### src/rtl/data_mem_responder.sv
// Latency-programmable 64-bit data memory responder with a valid/ready request and response handshake.
// Optional build macro DATA_MEM_ALIGN_CHECK_EN rejects accesses whose byte address is not 8-byte aligned.
module data_mem_responder #(
  parameter int DEPTH   = 32,
  parameter int LATENCY = 2
) (
  input  logic        clk,
  input  logic        reset,
  input  logic        req_valid,
  output logic        req_ready,
  input  logic        req_write,
  input  logic [63:0] req_addr,
  input  logic [63:0] req_wdata,
  output logic        rsp_valid,
  input  logic        rsp_ready,
  output logic [63:0] rsp_rdata,
  output logic        rsp_err
);

  localparam int AW = $clog2(DEPTH);

  typedef enum logic [1:0] {
    IDLE,
    WAIT,
    RESP
  } state_t;

  state_t      state;
  state_t      next_state;
  logic [3:0]  cnt;
  logic        cap_write;
  logic [63:0] cap_addr;
  logic [63:0] cap_wdata;
  logic [63:0] mem [DEPTH];

  logic          accept;
  logic          resp_edge;
  logic [AW-1:0] cap_index;
  logic          out_of_range;
  logic          misaligned;
  logic          cap_err;

  assign accept    = (state == IDLE) && req_valid;
  assign resp_edge = (state == WAIT) && (cnt == 4'd0);
  assign req_ready = (state == IDLE);
  assign rsp_valid = (state == RESP);

  // Decode the captured copy so input changes after accept cannot alter the access.
  assign cap_index    = cap_addr[AW+2:3];
  assign out_of_range = |cap_addr[63:AW+3];

`ifdef DATA_MEM_ALIGN_CHECK_EN
  assign misaligned = |cap_addr[2:0];
`else
  logic unused_byte_offset;
  assign misaligned         = 1'b0;
  assign unused_byte_offset = ^cap_addr[2:0];
`endif

  assign cap_err = out_of_range | misaligned;

  always_ff @(posedge clk or posedge reset) begin
    if (reset) begin
      state <= IDLE;
    end else begin
      // NOTE: every register in clocked blocks uses <= so all state updates see pre-edge values.
      state <= next_state;
    end
  end

  always_comb begin
    // NOTE: the default assignment first keeps next_state driven on every path, so no latch forms.
    next_state = state;
    unique case (state)
      IDLE: if (req_valid) next_state = WAIT;
      WAIT: if (cnt == 4'd0) next_state = RESP;
      RESP: if (rsp_ready) next_state = IDLE;
      default: next_state = IDLE;
    endcase
  end

  always_ff @(posedge clk or posedge reset) begin
    if (reset) begin
      cnt       <= 4'd0;
      cap_write <= 1'b0;
      cap_addr  <= '0;
      cap_wdata <= '0;
    end else if (accept) begin
      cnt       <= 4'(LATENCY - 1);
      cap_write <= req_write;
      cap_addr  <= req_addr;
      cap_wdata <= req_wdata;
    end else if ((state == WAIT) && (cnt != 4'd0)) begin
      cnt <= cnt - 4'd1;
    end
  end

  always_ff @(posedge clk or posedge reset) begin
    if (reset) begin
      // NOTE: the storage must read as zero after reset, so it is a register array cleared here, not a RAM macro.
      for (int i = 0; i < DEPTH; i++) mem[i] <= '0;
    end else if (resp_edge && cap_write && !cap_err) begin
      mem[cap_index] <= cap_wdata;
    end
  end

  always_ff @(posedge clk or posedge reset) begin
    if (reset) begin
      rsp_rdata <= '0;
      rsp_err   <= 1'b0;
    end else if (resp_edge) begin
      rsp_rdata <= (cap_write || cap_err) ? 64'd0 : mem[cap_index];
      rsp_err   <= cap_err;
    end else if ((state == RESP) && rsp_ready) begin
      rsp_rdata <= '0;
      rsp_err   <= 1'b0;
    end
  end

endmodule

### config.mk
export PLATFORM = sky130hd
export DESIGN_NAME = data_mem_responder
export DESIGN_NICKNAME = d
export VERILOG_FILES = /design/src/rtl/data_mem_responder.sv
export SDC_FILE = /design/constraint.sdc
export NUM_CORES = 2
export LEC_CHECK = 0
export BUFFER_PORTS_ARGS = -buffer_cell sky130_fd_sc_hd__buf_2
export CAP_MARGIN = 20
export CORE_ASPECT_RATIO = 0.5
export CORE_MARGIN = 1.5
export CORE_UTILIZATION = 57
export DETAILED_ROUTE_END_ITERATION = 8
export PLACE_DENSITY = 0.77
export SLEW_MARGIN = 10
export SYNTH_ARGS = -nofsm -noshare
export SYNTH_HDL_FRONTEND = slang
export SYNTH_SLANG_ARGS = --single-unit
### constraint.sdc
create_clock -name clk -period 67.9 [get_ports clk]
set_clock_uncertainty 0.15 [all_clocks]
set_input_delay 0 -clock clk [delete_from_list [all_inputs] [get_ports clk]]
set_output_delay 0 -clock clk [all_outputs]
set_load 0.02 [all_outputs]
==> impl_metrics.tcl <==
set metrics [dict create \
    grt_setup_unrepaired "false" \
    htree_levels 4 \
    ios 200 \
    hold_viol 0 \
    cp_max_fo 150 \
    gp_congestion 0.7559 \
    power.leakage_uw 0.05683 \
    synthToLayoutAreaGrowth_pct 12.03 \
    rows 108 \
    gr-usage-met2_pct 47.69 \
    dr.pass1.iters 5 \
    drcViolationCount 0 \
    seq_area_um2 56180 \
    powerDensity_nw_per_um2 32.62 \
    netlist.area_leader.share_pct 55.99 \
    grt_pass1_vias 63633 \
    cts_setup_buffers 0 \
    dieArea_um2 178700 \
    syn_area_um2 100300 \
    ant_nets 0 \
    syn_inst 7077 \
    root_buffer "clkbuf_16" \
    vias 61796 \
    grt_usage_pct 30.22 \
    critPathArrivalTime_ns 7.86 \
    async_flop_share_pct 100.0 \
    placed_cells 9047 \
    die_x_um 596.3 \
    critPathKind "in2async" \
    clkTransAtPathRegs_ns 0.06 \
    drive_above_1_share_pct 36.91 \
    start_util_pct 57.60 \
    fin_crit_sh_pct 10.60 \
    finalSetupViolCount 0 \
    outcome "completed" \
    synth.area.top_cells "dfrtp_1, mux2_2, mux2i_1" \
    end_kind "asynchronous set/reset pin" \
    avgSynthCellArea_um2 14.18 \
    period_needed_ns 7.200 \
    relSlewSlack_pct 23.17 \
    synthDistinctLibCells 42 \
    nNetsFinal 7392 \
    synth_seq_cells 2245 \
    cts_tree "done" \
    die_h_um 299.7 \
    synth_flop_cell "dfrtp_1" \
    clkSinkCount 2245 \
    tightest_slew_ns 1.152 \
    whs_ns 0.1932 \
    clockBufferDepth 4 \
    ys_warn_count 0 \
    post_drt_wl_per_cell_um 27.80 \
    avgViaCountPerCell 6.359 \
    dp_hpwl_um 139000 \
    start_kind "primary input" \
    drt_first_iter_violations 5694 \
    ys_seq_area_share_pct 55.99 \
    cts_buffers 199 \
    grt_max_degree 161 \
    coreArea_um2 174200 \
    syn_nets 7211 \
    overflow 0 \
    max_cap_violations 0 \
    clk-insertion-delay-late_ns 0.87 \
    grt.busiest_layer "met2" \
    peakVddDrop_mv 0.03666 \
    crit_required_ns 68.56 \
    io_buffers 196 \
    globalRouteMet1Util_pct 43.43 \
    antenna_found_initial 6 \
    maxSlewViolCount 0 \
    yosysTopAreaCell "dfrtp_1" \
    hp-class "in2reg" \
    multiInputGateArea_um2 41720 \
    max_freq_ghz 0.1389 \
    fill_cells 12772 \
    met3_usage_pct 5.390 \
    setup-tns-final_ns 0 \
    synth_edf_count 0 \
    grt_pass1_wl_um 407000 \
    drt-total-wl_um 270200 \
    fin_cells 9718 \
]
[state kept, by name, summed over array words and instances (netlist names)]
signal and cells:
cap_wdata 64, cap_addr 61, cnt 4, state 2, mem 2048, rsp_err 1, cap_write 1, rsp_rdata 64
[timing repair]
item,4_1_cts,5_1_grt
hold endpoints to repair,515,0
gates resized for setup,0,0
endpoints found under the setup margin,0,0
hold buffers,314,0
[layout make-up]
type                            instances  area share, %
Timing Repair Buffer                  635          4.636
Antenna cell                            3       0.006679
Clock inverter                         41         0.4107
Clock buffer                          307          5.256
Sequential cell                      2245          49.98
Multi-Input combinational cell       4173          37.12
Tap cell                             2310          2.571
Inverter                                4        0.02004
[Yosys cell counts, types with 2 or more instances]
cell and count:
dfrtp_1 2245, mux2_2 2001, mux2i_1 1024, a22oi_1 512, clkbuf_1 420, mux2_1 173
nand4_1 130, buf_1 122, buf_2 108, nand2_1 71, o21ai_0 65, or2_2 65
nor2_1 40, nand3_4 25, nor4_1 9, nand3_2 6, nor4bb_1 6, or4_1 6
nand3b_1 5, and4b_1 4, inv_1 4, nor4b_1 4, buf_6 3, nand2b_1 3
nor2b_1 3, and2_1 2, buf_4 2, nand3_1 2, nor3_1 2, or3b_2 2
xor2_1 2
[kinds of logic after synthesis]
family	after synthesis	share of synthesized area [%]
buffers and inverters	659	2.630
xor gates and xnor gates	3	0.02619
and+or+nand+nor	391	2.549
DFF	2245	55.99
muxes	3198	34.61
adders and majority gates	1	0.01247
AOI/OAI and AO/OA	580	4.176
[stage by stage]
stage | setup slack, ns | utilization, % | total power, uW | cell area, um^2
4_1_cts | 60.46 | 64.46 | 3658 | 112300
3_5_place_dp | 60.75 | 59.00 | 2493 | 102800
6_report | 60.70 | 64.53 | 3667 | 112400
2_1_floorplan | 4.316 | - | 2183 | 100300
5_1_grt | 59.63 | 64.53 | 3807 | 112400
3_3_place_gp | 60.80 | 58.99 | 2485 | 102800
[final timing paths]
path | startpoint | endpoint | slack (ns) | depth (start not counted)
worst max register to register | cap_addr[4] | rsp_rdata[39] | 61.47 | 10
max in group clk | cap_addr[4] | rsp_rdata[39] | 61.47 | 10
min in group asynchronous | reset | mem[1453] | 0.35 | 4
worst max-delay path | reset | mem[1154] | 60.70 | 11
worst min register to register | rsp_rdata[21] | rsp_rdata[21] | 0.32 | 2
worst min-delay path | req_valid | cnt[3] | 0.19 | 4
[power breakdown]
part	total [uW]	leakage (uW)	switching, uW	internal, uW
Combinational	939	0.0226	539	399
Clock	1140	0.00313	505	631
Sequential	1590	0.0311	202	1390
Total	3670	0.0568	1250	2420
[metal layers]
layer	vias up	wire length [um]	part of all wire, %
li1	26303	-	-
met1	33100	117700	44
met2	1888	125200	46
met3	501	19730	7.3
met4	4	7486	2.8
met5	-	22	0.0081
[critical path, cell delays in order]
cell and delay (ns):
dlygate4sd3_1 0.53, buf_2 0.11, dlygate4sd3_1 0.62, inv_8 0.62, buf_12 0.59, buf_4 0.89, buf_4 0.90, buf_4 0.81
buf_4 0.69, buf_4 0.75, buf_4 0.85
[placed cells by master, fill, tap and decap left out, types with 2 or more instances in the layout]
master / instances
bufinv_16: 9
nor2_1: 40
clkbuf_8: 48
and4b_4: 4
clkinvlp_4: 4
buf_16: 2
buf_4: 112
nand2b_1: 3
mux2_1: 173
inv_6: 3
nor2b_1: 3
buf_8: 4
dfrtp_1: 2244
clkinv_2: 23
or2_2: 65
nor3_1: 2
mux2_2: 2001
diode_2: 3
nand3_1: 2
dlygate4sd3_1: 314
clkbuf_1: 58
nand3b_1: 5
inv_1: 3
buf_12: 6
xor2_1: 2
nor4_1: 8
mux2i_1: 1024
nor4bb_4: 6
nand3_4: 31
clkbuf_16: 201
nor4b_2: 4
or3b_2: 2
nand4_1: 130
a22oi_1: 512
nand2_1: 71
buf_2: 196
or4_1: 6
inv_8: 2
o21ai_0: 65
Note: power is estimated with default switching activity, not from simulation.
